===== config.mk =====
export PLATFORM = sky130hd
export DESIGN_NAME = lstm_acc_flat
export DESIGN_NICKNAME = d
export VERILOG_FILES = /design/src/rtl/lstm_acc_if.sv /design/src/rtl/lstm_acc.sv /design/src/flat_wrapper.sv
export SDC_FILE = /design/constraint.sdc
export NUM_CORES = 1
export LEC_CHECK = 0
export BUFFER_PORTS_ARGS = -buffer_cell sky130_fd_sc_hd__clkbuf_2
export CAP_MARGIN = 20
export CORE_MARGIN = 3
export CORE_UTILIZATION = 60
export CTS_BUF_LIST = sky130_fd_sc_hd__clkbuf_2
export CTS_CLUSTER_DIAMETER = 200
export DETAILED_ROUTE_END_ITERATION = 8
export GPL_TIMING_DRIVEN = 1
export PLACE_DENSITY_LB_ADDON = 0.2
export SLEW_MARGIN = 20
export SYNTH_ARGS = -nofsm -noshare
export SYNTH_HDL_FRONTEND = slang
export SYNTH_SLANG_ARGS = --single-unit
export TNS_END_PERCENT = 1

===== constraint.sdc =====
create_clock -name clk -period 4.7 [get_ports clk]
set_clock_uncertainty 0.2 [all_clocks]
set_input_delay 0.94 -clock clk [delete_from_list [all_inputs] [get_ports clk]]
set_output_delay 0.94 -clock clk [all_outputs]
set_load 0.01 [all_outputs]

===== src/rtl/lstm_acc_if.sv =====
// Handshake bundle between the adder tree, the row accumulator and the activation stage.
// The source side drives beats in and accepts results; the accumulator side is the slave.
interface lstm_acc_if #(
   parameter int WIDTH = 32
);
   logic             i_valid;
   logic             i_ready;
   logic [WIDTH-1:0] i_sum;
   logic [WIDTH-1:0] i_bias;
   logic             o_valid;
   logic             o_ready;
   logic [WIDTH-1:0] o_acc;
   logic             o_sat;
   logic             o_busy;

   modport master (
      output i_valid, i_sum, i_bias, o_ready,
      input  i_ready, o_valid, o_acc, o_sat, o_busy
   );

   modport slave (
      input  i_valid, i_sum, i_bias, o_ready,
      output i_ready, o_valid, o_acc, o_sat, o_busy
   );
endinterface


===== src/rtl/lstm_acc.sv =====
// Row accumulator: sums NBEAT adder-tree results plus a bias in a widened register,
// then presents the WIDTH-bit saturated total on a valid/ready handshake.
module lstm_acc #(
   parameter int WIDTH = 32,
   parameter int NBEAT = 4,
   parameter int GUARD = $clog2(NBEAT + 1)
) (
   input  logic        clk,
   input  logic        rst,
   lstm_acc_if.slave   bus
);
   localparam int AW = WIDTH + GUARD;
   localparam int CW = $clog2(NBEAT + 1);
   localparam logic [CW-1:0] LAST_CNT = CW'(NBEAT - 1);

   typedef enum logic [1:0] {
      IDLE = 2'd0,
      ACC  = 2'd1,
      OUT  = 2'd2
   } state_t;

   state_t                  state_r, state_s;
   logic [CW-1:0]           cnt_r, cnt_s;
   logic signed [AW-1:0]    acc_r, acc_s;
   logic signed [AW-1:0]    sum_ext_s, bias_ext_s;
   logic [WIDTH-1:0]        o_acc_r;
   logic                    o_sat_r;
   logic                    accept_s, last_s;

   // Returns {clamped, value}: in range when all guard bits plus the top result bit agree.
   function automatic logic [WIDTH:0] saturate(input logic signed [AW-1:0] a);
      logic [WIDTH:0] r;
      if (a[AW-1:WIDTH-1] == {(GUARD + 1){a[AW-1]}}) begin
         r = {1'b0, a[WIDTH-1:0]};
      end else if (a[AW-1]) begin
         r = {1'b1, 1'b1, {(WIDTH - 1){1'b0}}};
      end else begin
         r = {1'b1, 1'b0, {(WIDTH - 1){1'b1}}};
      end
      return r;
   endfunction

   assign sum_ext_s  = {{GUARD{bus.i_sum[WIDTH-1]}}, bus.i_sum};
   assign bias_ext_s = {{GUARD{bus.i_bias[WIDTH-1]}}, bus.i_bias};
   assign accept_s   = bus.i_valid && (state_r != OUT);
   assign last_s     = (cnt_r == LAST_CNT);

   assign bus.i_ready = (state_r != OUT);
   assign bus.o_valid = (state_r == OUT);
   assign bus.o_busy  = (state_r == ACC);
   assign bus.o_acc   = o_acc_r;
   assign bus.o_sat   = o_sat_r;

   // State register together with the beat counter and accumulator.
   always_ff @(posedge clk) begin
      if (rst) begin
         state_r <= IDLE;
         cnt_r   <= '0;
         acc_r   <= '0;
      end else begin
         state_r <= state_s;
         cnt_r   <= cnt_s;
         acc_r   <= acc_s;
      end
   end

   // Next-state and accumulate decisions; holding is the default.
   always_comb begin
      state_s = state_r;
      cnt_s   = cnt_r;
      acc_s   = acc_r;
      case (state_r)
         IDLE: begin
            if (accept_s) begin
               acc_s   = bias_ext_s + sum_ext_s;
               cnt_s   = CW'(1);
               state_s = last_s ? OUT : ACC;
            end else begin
               state_s = IDLE;
            end
         end
         ACC: begin
            if (accept_s) begin
               acc_s   = acc_r + sum_ext_s;
               cnt_s   = cnt_r + 1'b1;
               state_s = last_s ? OUT : ACC;
            end else begin
               state_s = ACC;
            end
         end
         OUT: begin
            if (bus.o_ready) begin
               cnt_s   = '0;
               state_s = IDLE;
            end else begin
               state_s = OUT;
            end
         end
         default: begin
            cnt_s   = '0;
            acc_s   = '0;
            state_s = IDLE;
         end
      endcase
   end

   // Result is clamped once, on the transition into OUT, and then held.
   always_ff @(posedge clk) begin
      if (rst) begin
         o_acc_r <= '0;
         o_sat_r <= 1'b0;
      end else if ((state_r != OUT) && (state_s == OUT)) begin
         {o_sat_r, o_acc_r} <= saturate(acc_s);
      end else begin
         o_acc_r <= o_acc_r;
         o_sat_r <= o_sat_r;
      end
   end
endmodule

===== src/flat_wrapper.sv =====
// flat-port wrapper written by rule: the top's interface ports become plain ports
module lstm_acc_flat 
#(
   parameter int WIDTH = 32,
   parameter int NBEAT = 4,
   parameter int GUARD = $clog2(NBEAT + 1)
)
  (clk, rst, bus_i_valid, bus_i_sum, bus_i_bias, bus_o_ready, bus_i_ready, bus_o_valid, bus_o_acc, bus_o_sat, bus_o_busy);
  lstm_acc_if #(.WIDTH(WIDTH)) bus_i ();
  input  logic clk;
  input  logic rst;
  input wire logic [$bits(bus_i.i_valid)-1:0] bus_i_valid;
  input wire logic [$bits(bus_i.i_sum)-1:0] bus_i_sum;
  input wire logic [$bits(bus_i.i_bias)-1:0] bus_i_bias;
  input wire logic [$bits(bus_i.o_ready)-1:0] bus_o_ready;
  output wire logic [$bits(bus_i.i_ready)-1:0] bus_i_ready;
  output wire logic [$bits(bus_i.o_valid)-1:0] bus_o_valid;
  output wire logic [$bits(bus_i.o_acc)-1:0] bus_o_acc;
  output wire logic [$bits(bus_i.o_sat)-1:0] bus_o_sat;
  output wire logic [$bits(bus_i.o_busy)-1:0] bus_o_busy;
  assign bus_i.i_valid = bus_i_valid;
  assign bus_i.i_sum = bus_i_sum;
  assign bus_i.i_bias = bus_i_bias;
  assign bus_i.o_ready = bus_o_ready;
  assign bus_i_ready = bus_i.i_ready;
  assign bus_o_valid = bus_i.o_valid;
  assign bus_o_acc = bus_i.o_acc;
  assign bus_o_sat = bus_i.o_sat;
  assign bus_o_busy = bus_i.o_busy;
  lstm_acc #(.WIDTH(WIDTH), .NBEAT(NBEAT), .GUARD(GUARD)) u_core (.clk(clk), .rst(rst), .bus(bus_i));
endmodule

**Yosys cells after proc, flatten, opt, wreduce, memory -nomap -nowiden**

Cells that the tools add are included.

- Output and inout port bits: 36
- Flip-flop bits (word level): 73
- Bits of input ports: 68
- Word-level logic and storage cells: 35

- $add $sub $neg: 3
- Equality and inequality tests: 9
- Reduce and logical (&&, ||, !) cells: 4
- Multiplexer cells: 14

Operator list:

| operator | number |
|---|---|
| one-hot mux 35 bit (3 select lines) | 1 |
| two-way mux 35 bit | 2 |
| adder 35 x 32 -> 35 bit | 1 |
| adder 32 x 32 -> 33 bit | 1 |
| two-way mux 33 bit | 1 |
| two-way mux 32 bit | 1 |
| two-way mux 3 bit | 3 |
| one-hot mux 3 bit (3 select lines) | 1 |
| two-way mux 2 bit | 4 |
| one-hot mux 2 bit (3 select lines) | 1 |
| == test 2 bit, second input constant | 2 |
| != test 2 x 1 -> 1 bit, second input constant | 2 |
| != test 2 bit, second input constant | 2 |
| adder 3 x 1 -> 3 bit, second input constant | 1 |
| == test 3 x 2 -> 1 bit, second input constant | 1 |
| == test 3 bit | 1 |
| AND reduction 3 bit | 1 |
| == test 2 x 1 -> 1 bit, second input constant | 1 |
| logical AND 1 bit | 2 |
| zero test 2 bit | 1 |

**Logic depth before layout (Yosys ltp)**

- Depth in word-level cells: 6
- Gate-level depth with buffers: 15
- Gate-level depth less buffers: 13

**Worst setup path before layout**

Ideal clock, no wire load.

- Path kind: input-to-reg
- Start: input port bus_i_sum[0]
- End: register u_core.o_acc_r[12], in the netlist u_core.bus.o_acc[12]
- Library setup time: 122 ps
- Cell stages on the path: 15
- Arrival: 4,065 ps
- Data required time: 4,378 ps
- Slack: 313 ps
- Cell sequence: ha_1 > fa_1 > a21o_1 > a221oi_1 > o21a_1 > o21ai_2 > a41oi_1 > a31oi_1 > xnor2_1 > mux2i_1 > nand2_1 > o21a_1 > buf_6 > buf_6 > a221o_1

- Word-level cells in the longest chain between the ends: 5
- Elaborated cells between the ends (all ways): 8
- Classes of those cells: 2 x add/sub; 1 x eq/ne; 5 x mux

RTL lines:

| item | RTL line | source |
|---|---|---|
| start: declaration | flat_wrapper.sv:13 | `input wire logic [$bits(bus_i.i_sum)-1:0] bus_i_sum;` |
| adder 35 x 32 -> 35 bit or adder 32 x 32 -> 33 bit (tied branches) | lstm_acc.sv:84, lstm_acc.sv:75 |  |
| two-way mux 35 bit (on tied branches) | lstm_acc.sv:83, lstm_acc.sv:74 |  |
| one-hot mux 35 bit (3 select lines) (*) | lstm_acc.sv:72 | `case (state_r)` |
| == test 3 bit or two-way mux 32 bit (tied branches) | lstm_acc.sv:33, lstm_acc.sv:35 |  |
| two-way mux 33 bit (*) | lstm_acc.sv:33 | `if (a[AW-1:WIDTH-1] == {(GUARD + 1){a[AW-1]}}) begin` |
| end signal: assignment | lstm_acc.sv:113 | `{o_sat_r, o_acc_r} <= saturate(acc_s);` |
| end signal: assignment | lstm_acc.sv:115 | `o_acc_r <= o_acc_r;` |
| end: declaration | lstm_acc.sv:26 | `logic [WIDTH-1:0] o_acc_r;` |

Every way passes the cells marked *; elsewhere a longest branch is shown, timed or not.
A chain may end at the register's enable or synchronous reset.

**Worst setup path after layout**

- Start: input port bus_i_sum[0]
- End: register u_core.o_acc_r[14], in the netlist u_core.bus.o_acc[14]

The elaborated chain is that of the path after synthesis.

==> impl_metrics.ini <==
[yosys]
synth_top_cell_by_area = dfxtp_1
ys.warnings.count = 0
ys_seq_area_share_pct = 21.3
syn_avg_cell_area_um2 = 7.80
synthesis.area_um2 = 6860
synth_cells = 879
yosys-top-cells-area = dfxtp_1 (21%), ha_1 (12%), a21oi_1 (5.8%)
async_flop_share_pct = 0
synth-edff-count = 0
ys_types = 78
yosysMostFrequentCell = nor2_1
synth.top_cell.area_share_pct = 21.3
synth_common_cells = nor2_1 (84), a21oi_1 (79), nand2_1 (75)
synth_nets = 1017
synth_flop_cell = dfxtp_1
synth-seq-cells = 73

[pwr]
sequentialPowerShare_pct = 34.9
p_int_mw = 1.17
switching_share_pct = 41.0
ir_drop_v = 0.000228
p_leak_nw = 3.47
p_clk_share_pct = 18.5
powerDensity_nw_per_um2 = 259
p_comb_share_pct = 46.6
p_switching_mw = 0.811

[clocking]
cts.path.max_buffers = 2
numCtsBuffers = 9
htree_levels = 3
clk_pin_slew_ns = 0.21
cts_root_buffer = clkbuf_2
hold_buffers = 0
cts_tree = done
cts_resized = 0
cts.sinks = 73
insertion_delay_ns = 0.58
postCtsSetupBuffers = 0

[global_route]
grt_pass1_vias = 6548
antenna_found_initial = 2
grt_pass1_wl_um = 33400
grt_max_degree = 46
track_usage_pct = 32.1
gr-total-overflow = 0

[die]
dieArea_um2 = 12700
die_w_um = 113
num_io_pins = 104
core-area_um2 = 11000
start_util_pct = 62.4
rows = 38
die_h_um = 113

[flow_run]
maxCapViolCount = 0

[route]
drtPass1Iterations = 5
first_iter_violations = 829
drc_errors = 0
wirelength_um = 20800
wl_per_cell_um = 18.7
final_antenna_net_count = 0
vias = 7165
via_per_inst = 6.44

[hold_path]
hold_path_class = flip-flop to flip-flop
hold_end = u_core.bus.o_acc[31]$_SDFFE_PP0P_
min-delay-start = u_core.bus.o_acc[31]$_SDFFE_PP0P_
hold_depth = 2

[critical_path]
worstSetupStartpointType = primary input
cp.required_ns = 4.95
arrival_ns = 4.40
worstRegToRegCells = 15
endpoint_kind = flip-flop
cp_max_fo = 8
regToRegSetupSlack_ns = 0.80
r2r-start = u_core.acc_r[0]$_SDFF_PP0_
path_class = primary input to flip-flop
r2r-end = u_core.bus.o_acc[29]$_SDFFE_PP0P_

[finish]
fillers = 1000
nets = 1105
multiInputGateArea_um2 = 5120
seqCellArea_um2 = 1460
drive_gt1_share_pct = 16.6
syn2layout_area_growth_pct = 11.3

[timing]
hold_ws_ns = 0.283
finalSetupViolCount = 0
period_share_pct = 88.1
fmax_mhz = 241
hold_viol = 0
period_needed_ns = 4.14
max_slew_margin_pct = 39.3
slew_viol_final = 0
rsz0062_at_grt = false
timing.setup.tns_ns = 0
worstMarginPinSlew_ns = 0.909

[run_status]
status = complete, no violations

[placed_design]
placement.io_buffers = 103
hpwl_um = 15900
gp_congestion = 1.01
-- through the flow --
| stage | setup WS [ns] | std cells | power (mW) | utilization (%) | instance area [µm²] |
|---|---|---|---|---|---|
| after floorplan | 0.313 | 879 | 1.36 | - | 6860 |
| after global placement | 0.160 | 1096 | 1.59 | 68.5 | 7520 |
| after detailed placement | 0.0697 | 1096 | 1.59 | 68.5 | 7520 |
| after CTS | 0.661 | 1111 | 1.96 | 69.5 | 7630 |
| after global routing | 0.360 | 1112 | 2.10 | 69.5 | 7630 |
| final | 0.558 | 1112 | 1.98 | 69.5 | 7630 |
-- power groups by stage --
| stage | registers (mW) | logic (mW) | clock network [mW] |
|---|---|---|---|
| after floorplan | 0.688 | 0.671 | 0 |
| after global placement | 0.700 | 0.886 | 0 |
| after detailed placement | 0.700 | 0.894 | 0 |
| after CTS | 0.688 | 0.900 | 0.371 |
| after global routing | 0.694 | 1.01 | 0.388 |
| final | 0.690 | 0.921 | 0.366 |
-- sequential cells by signal (all words and copies together) (netlist names) --
register	cells
u_core.acc_r	35
u_core.bus.o_acc	32
u_core.cnt_r	3
u_core.state_r	2
u_core.bus.o_sat	1
-- placed cells by master (no fill, tap or decap), types with 9 or more instances in the layout --
master and count:
mux2i_1 9, o21a_1 15, o21bai_1 9, o211ai_1 14
a221o_1 30, nand4_1 10, buf_4 19, a21oi_1 79
nand2_1 75, nor2_1 83, nor3_1 11, xor2_1 16
nand3_1 17, inv_1 17, a31oi_1 10, and3_1 14
ha_1 68, a211oi_1 16, clkbuf_2 113, a21o_1 32
xnor2_1 34, nor2b_1 33, dfxtp_1 72, o21ai_0 63
-- worst max-delay path by stage --
stage	start	end	slack, ns	depth (start not counted)
after global placement	bus_i_sum[0]	u_core.bus.o_acc[22]$_SDFFE_PP0P_	0.16	16
after floorplan	bus_i_sum[0]	u_core.bus.o_acc[12]$_SDFFE_PP0P_	0.31	15
final	bus_i_sum[0]	u_core.bus.o_acc[14]$_SDFFE_PP0P_	0.56	14
after global routing	bus_i_sum[0]	u_core.bus.o_acc[12]$_SDFFE_PP0P_	0.36	16
after CTS	bus_i_sum[0]	u_core.bus.o_acc[14]$_SDFFE_PP0P_	0.66	14
after detailed placement	bus_i_sum[0]	u_core.bus.o_acc[29]$_SDFFE_PP0P_	0.07	14
-- per-layer routing --
metal / routed length (µm) / global-route usage (%)
met4: 489 / 8.97
met1: 9390 / 46.4
met5: 13 / 0
met2: 8870 / 48.6
met3: 2010 / 6.63
-- area by class of cell --
type	instances	area share, %
multi-input combinational	740	67.0
sequential	73	19.2
timing repair buffer	124	9.14
tap	140	2.29
inverter	19	0.934
clock inverter	5	0.754
clock buffer	10	0.656
antenna	1	0.0328
-- worst max-delay path, cell delays in order --
cell       delay [ns]
clkbuf_2         0.10
ha_1             0.21
fa_1             0.27
a211oi_1         0.14
o211ai_2         0.23
nand2_1          0.12
o211ai_2         0.41
a41oi_1          0.34
a2111oi_0        0.48
o22a_1           0.29
nand3_2          0.14
and3_1           0.26
buf_4            0.18
a221o_1          0.26
-- logic make-up after synthesis --
family	after synthesis	share of synthesized area (%)
adders and majority gates	70	13.0
and+or+nand+nor	283	20.4
AOI/OAI and AO/OA	327	33.3
buffers and inverters	66	4.10
DFF	73	21.3
xor gates and xnor gates	50	6.39
muxes	10	1.48
Note: power is estimated with default switching activity, not from simulation.
